## src/rtl/digital_resonator_mc_if.sv

```systemverilog
`default_nettype none
// ---- digital_resonator_mc_if : sample/coefficient/result bundle for the resonator | rev 1.0 ----
interface digital_resonator_mc_if #(
  parameter int DW  = 16,
  parameter int CW  = 16,
  parameter int CHW = 2
);
  logic                  in_valid;
  logic                  in_ready;
  logic signed [DW-1:0]  in_data;
  logic [CHW-1:0]        in_ch;
  logic signed [CW-1:0]  b0;
  logic signed [CW-1:0]  a1;
  logic signed [CW-1:0]  a2;
  logic                  clr_all;
  logic                  out_valid;
  logic signed [DW-1:0]  out_data;
  logic [CHW-1:0]        out_ch;
  logic                  ch_err;

  modport master (
    output in_valid, in_data, in_ch, b0, a1, a2, clr_all,
    input  in_ready, out_valid, out_data, out_ch, ch_err
  );

  modport slave (
    input  in_valid, in_data, in_ch, b0, a1, a2, clr_all,
    output in_ready, out_valid, out_data, out_ch, ch_err
  );
endinterface
`default_nettype wire

```

## src/rtl/digital_resonator_mc.sv

```systemverilog
`default_nettype none
// ---- digital_resonator_mc : y = b0*x + a1*y1 + a2*y2 per channel, one shared multiplier | rev 1.0 ----
module digital_resonator_mc #(
  parameter int DW  = 16,
  parameter int CW  = 16,
  parameter int NCH = 4,
  parameter int CHW = (NCH > 1) ? $clog2(NCH) : 1
) (
  input  logic clk,
  input  logic rst,
  digital_resonator_mc_if.slave io_bus
);

  localparam int ACCW = DW + CW + 2;
  localparam logic signed [ACCW-1:0] c_rnd  = {{(ACCW-CW+2){1'b0}}, 1'b1, {(CW-3){1'b0}}};
  localparam logic signed [ACCW-1:0] c_ymax = {{(ACCW-DW+1){1'b0}}, {(DW-1){1'b1}}};
  localparam logic signed [ACCW-1:0] c_ymin = {{(ACCW-DW+1){1'b1}}, {(DW-1){1'b0}}};
  localparam logic [CHW:0]           c_nch  = (CHW+1)'(NCH);

  typedef enum logic [2:0] {
    S_IDLE = 3'd0,
    S_MB0  = 3'd1,
    S_MA1  = 3'd2,
    S_MA2  = 3'd3,
    S_WR   = 3'd4
  } state_t;

  state_t                 r_state;
  state_t                 w_next;

  logic signed [DW-1:0]   r_x;
  logic [CHW-1:0]         r_ch;
  logic signed [CW-1:0]   r_b0;
  logic signed [CW-1:0]   r_a1;
  logic signed [CW-1:0]   r_a2;
  logic signed [ACCW-1:0] r_acc;
  logic signed [DW-1:0]   r_y1 [NCH];
  logic signed [DW-1:0]   r_y2 [NCH];
  logic                   r_out_valid;
  logic signed [DW-1:0]   r_out_data;
  logic [CHW-1:0]         r_out_ch;
  logic                   r_ch_err;

  logic                   w_ch_ok;
  logic signed [DW-1:0]   w_y1_sel;
  logic signed [DW-1:0]   w_y2_sel;
  logic signed [CW-1:0]   w_coef;
  logic signed [DW-1:0]   w_samp;
  logic signed [DW+CW-1:0] w_prod;
  logic signed [ACCW-1:0] w_prod_ext;
  logic signed [ACCW-1:0] w_rsum;
  logic signed [ACCW-1:0] w_rsh;
  logic signed [DW-1:0]   w_y;

  assign w_ch_ok = ({1'b0, r_ch} < c_nch);

  // Explicit compare loop keeps an out-of-range channel from indexing past the state arrays.
  always_comb begin
    w_y1_sel = '0;
    w_y2_sel = '0;
    for (int i = 0; i < NCH; i++) begin
      if (r_ch == CHW'(i)) begin
        w_y1_sel = r_y1[i];
        w_y2_sel = r_y2[i];
      end
    end
  end

  always_comb begin
    w_coef = r_b0;
    w_samp = r_x;
    case (r_state)
      S_MA1: begin
        w_coef = r_a1;
        w_samp = w_y1_sel;
      end
      S_MA2: begin
        w_coef = r_a2;
        w_samp = w_y2_sel;
      end
      default: ;
    endcase
  end

  assign w_prod     = w_coef * w_samp;
  assign w_prod_ext = {{2{w_prod[DW+CW-1]}}, w_prod};

  assign w_rsum = r_acc + c_rnd;
  assign w_rsh  = w_rsum >>> (CW-2);

  always_comb begin
    if (w_rsh > c_ymax) begin
      w_y = c_ymax[DW-1:0];
    end else if (w_rsh < c_ymin) begin
      w_y = c_ymin[DW-1:0];
    end else begin
      w_y = w_rsh[DW-1:0];
    end
  end

  always_comb begin
    w_next = r_state;
    case (r_state)
      S_IDLE:  if (io_bus.in_valid) w_next = S_MB0;
      S_MB0:   w_next = S_MA1;
      S_MA1:   w_next = S_MA2;
      S_MA2:   w_next = S_WR;
      S_WR:    w_next = S_IDLE;
      default: w_next = S_IDLE;
    endcase
    if (io_bus.clr_all) w_next = S_IDLE;
  end

  always_ff @(posedge clk or posedge rst) begin
    if (rst) begin
      r_state <= S_IDLE;
    end else begin
      r_state <= w_next;
    end
  end

  always_ff @(posedge clk or posedge rst) begin
    if (rst) begin
      r_x         <= '0;
      r_ch        <= '0;
      r_b0        <= '0;
      r_a1        <= '0;
      r_a2        <= '0;
      r_acc       <= '0;
      r_out_valid <= 1'b0;
      r_out_data  <= '0;
      r_out_ch    <= '0;
      r_ch_err    <= 1'b0;
      for (int i = 0; i < NCH; i++) begin
        r_y1[i] <= '0;
        r_y2[i] <= '0;
      end
    end else begin
      r_out_valid <= 1'b0;
      if (io_bus.clr_all) begin
        r_ch_err <= 1'b0;
        for (int i = 0; i < NCH; i++) begin
          r_y1[i] <= '0;
          r_y2[i] <= '0;
        end
      end else begin
        case (r_state)
          S_IDLE: begin
            if (io_bus.in_valid) begin
              r_x  <= io_bus.in_data;
              r_ch <= io_bus.in_ch;
              r_b0 <= io_bus.b0;
              r_a1 <= io_bus.a1;
              r_a2 <= io_bus.a2;
            end
          end
          S_MB0: begin
            r_acc <= w_prod_ext;
            if (!w_ch_ok) r_ch_err <= 1'b1;
          end
          S_MA1, S_MA2: begin
            r_acc <= r_acc + w_prod_ext;
          end
          S_WR: begin
            // Dropped samples walk the pipeline but never publish or touch state.
            if (w_ch_ok) begin
              r_out_valid <= 1'b1;
              r_out_data  <= w_y;
              r_out_ch    <= r_ch;
              for (int i = 0; i < NCH; i++) begin
                if (r_ch == CHW'(i)) begin
                  r_y2[i] <= r_y1[i];
                  r_y1[i] <= w_y;
                end
              end
            end
          end
          default: ;
        endcase
      end
    end
  end

  assign io_bus.in_ready  = (r_state == S_IDLE);
  assign io_bus.out_valid = r_out_valid;
  assign io_bus.out_data  = r_out_data;
  assign io_bus.out_ch    = r_out_ch;
  assign io_bus.ch_err    = r_ch_err;

endmodule
`default_nettype wire
```

## src/flat_wrapper.sv

```systemverilog
// flat-port wrapper written by rule: the top's interface ports become plain ports
module digital_resonator_mc_flat 
#(
  parameter int DW  = 16,
  parameter int CW  = 16,
  parameter int NCH = 4,
  parameter int CHW = (NCH > 1) ? $clog2(NCH) : 1
)
  (clk, rst, io_bus_in_valid, io_bus_in_data, io_bus_in_ch, io_bus_b0, io_bus_a1, io_bus_a2, io_bus_clr_all, io_bus_in_ready, io_bus_out_valid, io_bus_out_data, io_bus_out_ch, io_bus_ch_err);
  digital_resonator_mc_if #(.DW(DW), .CW(CW), .CHW(CHW)) io_bus_i ();
  input  logic clk;
  input  logic rst;
  input wire logic [$bits(io_bus_i.in_valid)-1:0] io_bus_in_valid;
  input wire logic [$bits(io_bus_i.in_data)-1:0] io_bus_in_data;
  input wire logic [$bits(io_bus_i.in_ch)-1:0] io_bus_in_ch;
  input wire logic [$bits(io_bus_i.b0)-1:0] io_bus_b0;
  input wire logic [$bits(io_bus_i.a1)-1:0] io_bus_a1;
  input wire logic [$bits(io_bus_i.a2)-1:0] io_bus_a2;
  input wire logic [$bits(io_bus_i.clr_all)-1:0] io_bus_clr_all;
  output wire logic [$bits(io_bus_i.in_ready)-1:0] io_bus_in_ready;
  output wire logic [$bits(io_bus_i.out_valid)-1:0] io_bus_out_valid;
  output wire logic [$bits(io_bus_i.out_data)-1:0] io_bus_out_data;
  output wire logic [$bits(io_bus_i.out_ch)-1:0] io_bus_out_ch;
  output wire logic [$bits(io_bus_i.ch_err)-1:0] io_bus_ch_err;
  assign io_bus_i.in_valid = io_bus_in_valid;
  assign io_bus_i.in_data = io_bus_in_data;
  assign io_bus_i.in_ch = io_bus_in_ch;
  assign io_bus_i.b0 = io_bus_b0;
  assign io_bus_i.a1 = io_bus_a1;
  assign io_bus_i.a2 = io_bus_a2;
  assign io_bus_i.clr_all = io_bus_clr_all;
  assign io_bus_in_ready = io_bus_i.in_ready;
  assign io_bus_out_valid = io_bus_i.out_valid;
  assign io_bus_out_data = io_bus_i.out_data;
  assign io_bus_out_ch = io_bus_i.out_ch;
  assign io_bus_ch_err = io_bus_i.ch_err;
  digital_resonator_mc #(.DW(DW), .CW(CW), .NCH(NCH), .CHW(CHW)) u_core (.clk(clk), .rst(rst), .io_bus(io_bus_i));
endmodule
```

## config.mk

```make
export PLATFORM = sky130hd
export DESIGN_NAME = digital_resonator_mc_flat
export DESIGN_NICKNAME = d
export VERILOG_FILES = /design/src/rtl/digital_resonator_mc_if.sv /design/src/rtl/digital_resonator_mc.sv /design/src/flat_wrapper.sv
export SDC_FILE = /design/constraint.sdc
export NUM_CORES = 1
export LEC_CHECK = 0
export CORE_MARGIN = 2
export CORE_UTILIZATION = 63
export DETAILED_ROUTE_END_ITERATION = 12
export MAX_ROUTING_LAYER = met4
export PLACE_DENSITY = 0.84
export SKIP_LAST_GASP = 1
export SLEW_MARGIN = 5
export SYNTH_ARGS = -nofsm -noshare
export SYNTH_HDL_FRONTEND = slang
export SYNTH_SLANG_ARGS = --single-unit
export TNS_END_PERCENT = 50
```

## constraint.sdc

```tcl
create_clock -name clk -period 12.3 [get_ports clk]
set_input_delay 2.46 -clock clk [delete_from_list [all_inputs] [get_ports clk]]
set_output_delay 2.46 -clock clk [all_outputs]
set_load 0.05 [all_outputs]
```

==> flow_metrics.tcl <==
set metrics [dict create \
    ff2ff_path_depth 32 \
    setup_violations 0 \
    antenna_found_initial 0 \
    grt_setup_unrepaired "no" \
    syn_area_um2 22700 \
    holdWs_ns 0.480 \
    portBuffers 89 \
    hold_path_end "u_core.io_bus.out_data[12]" \
    fillers 2571 \
    initial_core_util 0.639 \
    seq_area_frac_synth 0.276 \
    slew_viol_final 0 \
    dpl.hpwl_mm 48.3 \
    clkTransAtPathRegs_ns 0.06 \
    die_y_um 194 \
    drc_errors 0 \
    yosysWarnings 0 \
    syn_to_final_growth_pct 10.0 \
    cts_sinks 250 \
    tns_ns 0 \
    ys_types 68 \
    wl_per_cell_um 21.5 \
    end_kind "flip-flop" \
    numCtsBuffers 28 \
    timing.rr.end "u_core.r_acc[31]" \
    drive_above_1_share 0.0730 \
    finalWirelength_mm 63.1 \
    grt_usage 0.354 \
    synthFlopType "dfrtp_1" \
    hold_depth 2 \
    syn_area_per_cell_um2 9.37 \
    path_class "reg -> reg" \
    cts_tree "built" \
    final_cell_mix "nand2_1 (331), inv_1 (322), fa_1 (263)" \
    synthArstFlopShare 1.00 \
    vias 18232 \
    status "completed" \
    grt_pass1_vias 18753 \
    synth_edf_count 0 \
    crit_arrival_ns 10.91 \
    via_per_inst 6.20 \
    start_kind "flip-flop" \
    die_area_um2 37500 \
    fin_crit_sh 0.853 \
    slowest_delay_ns 0.85 \
    skew_ns 0.0323 \
    period_minus_slack_ns 10.49 \
    ys_seq_elements 250 \
    first_pass_iters 6 \
    final_common_cell "nand2_1" \
    hold_buffers 0 \
    timing.rr.start "u_core.r_state[2]" \
    cp_max_fo 66 \
    finalNetCount 2912 \
    hold_start "u_core.io_bus.out_data[12]" \
    grt_max_degree 113 \
    layout_setup_ws_ns 1.81 \
    post_cts_resized 0 \
    ioPinCount 91 \
    syn_inst 2418 \
    core_um2 35500 \
    dp.cells 2893 \
    worstPathRequired_ns 12.72 \
    slew_headroom 0.128 \
    grt_pass1_wl_mm 102 \
    worst_hold_path_type "reg -> reg" \
    synth_top_area_share 0.276 \
    timing.fmax_mhz 95.3 \
    ant_nets 0 \
    syn_nets 2868 \
    max_cap_violations 0 \
    stdcell_count 2941 \
    tightest_slew_ns 1.31 \
    yosysTopAreaCell "dfrtp_1" \
    path_common_cell "fa_1" \
    finalHoldViolCount 0 \
    diodes 0 \
    first_iter_violations 2001 \
    slowest_stage "a221o_1" \
    gp_congestion 0.994 \
    htree_levels 1 \
    clockBufferDepth 3 \
    rrSetupSlack_ns 1.81 \
    grt_overflow 0 \
    clk_latency_ns 0.57 \
    postCtsSetupRepairBufs 0 \
    yosys-top-cells-area "dfrtp_1 (28%), fa_1 (23%), ha_1 (6.5%)" \
    root_buffer "clkbuf_16" \
    die_w_um 194 \
    dp_slack_ns 2.09 \
    row_count 69 \
]
-- sequential cells by signal, indices dropped and copies added (netlist names) --
signal / cells
u_core.r_y1: 64
u_core.r_y2: 64
u_core.r_acc: 34
u_core.io_bus.out_data: 16
u_core.r_a1: 16
u_core.r_a2: 16
u_core.r_b0: 16
u_core.r_x: 16
u_core.r_state: 3
u_core.io_bus.out_ch: 2
u_core.r_ch: 2
u_core.io_bus.out_valid: 1
-- through the flow --
stage	util	area, µm²
after floorplan	-	22700
final	0.703	24900
after detailed placement	0.677	24000
after global placement	0.677	24000
after CTS	0.703	24900
after global routing	0.703	24900
-- worst max path at each step --
stage | endpoint | depth (start not counted) | slack (ns) | from
2_1_floorplan | u_core.r_acc[32] | 36 | 2.92 | u_core.r_ch[1]
3_3_place_gp | u_core.r_acc[32] | 30 | 2.30 | u_core.r_state[2]
3_5_place_dp | u_core.r_acc[32] | 30 | 2.09 | u_core.r_state[2]
4_1_cts | u_core.r_acc[32] | 30 | 1.96 | u_core.r_state[2]
5_1_grt | u_core.r_acc[32] | 33 | 1.32 | u_core.r_ch[0]
6_report | u_core.r_acc[31] | 32 | 1.81 | u_core.r_state[2]
-- routing by layer --
layer,vias up,GRT usage,part of all wire,routed length [µm]
met1,9004,0.487,0.40,25400
met5,-,-,0,0
met4,0,0.101,0.035,2240
met2,1066,0.538,0.46,29000
li1,7996,-,-,-
met3,166,0.0715,0.10,6530
-- cell families after synthesis --
family | share of synthesized area
other cells | 0.000166
buf+inv | 0.0717
flops | 0.276
compound gates | 0.138
simple gates | 0.128
fa+ha+maj | 0.297
xor+xnor | 0.0302
mux | 0.0590
-- worst max-delay path, delay by kind of cell, from the launching register on --
kind | cells | cell delay [ns]
AO/OA/AOI/OAI | 11 | 3.22
XOR/XNOR | 2 | 0.32
adder cells (fa/ha/maj) | 8 | 3.97
buffers and inverters | 4 | 0.84
flip-flops | 1 | 0.51
AND/OR/NAND/NOR | 7 | 1.43
-- area by class of cell --
cell class,instances,area [µm²],area share
clock buffers,34,753,0.0302
inverters,323,1220,0.0489
repair buffers,121,1130,0.0454
flip-flops and latches,250,6260,0.251
multi-input cells,1738,14800,0.595
clock inverters,14,156,0.00627
well taps,461,577,0.0231
-- synth_stat cells (all sizes together), types with 35 or more instances --
cell type,count
nand2,331
fa,263
o21ai,129
dfrtp,250
mux2,68
nand2b,35
nor2,221
inv,323
mux2i,48
a21oi,101
clkbuf,89
a22o,64
xnor2,55
ha,117
Power is not shown: default switching activity piles up to over one toggle a cycle in this logic, so the estimate is an artifact.
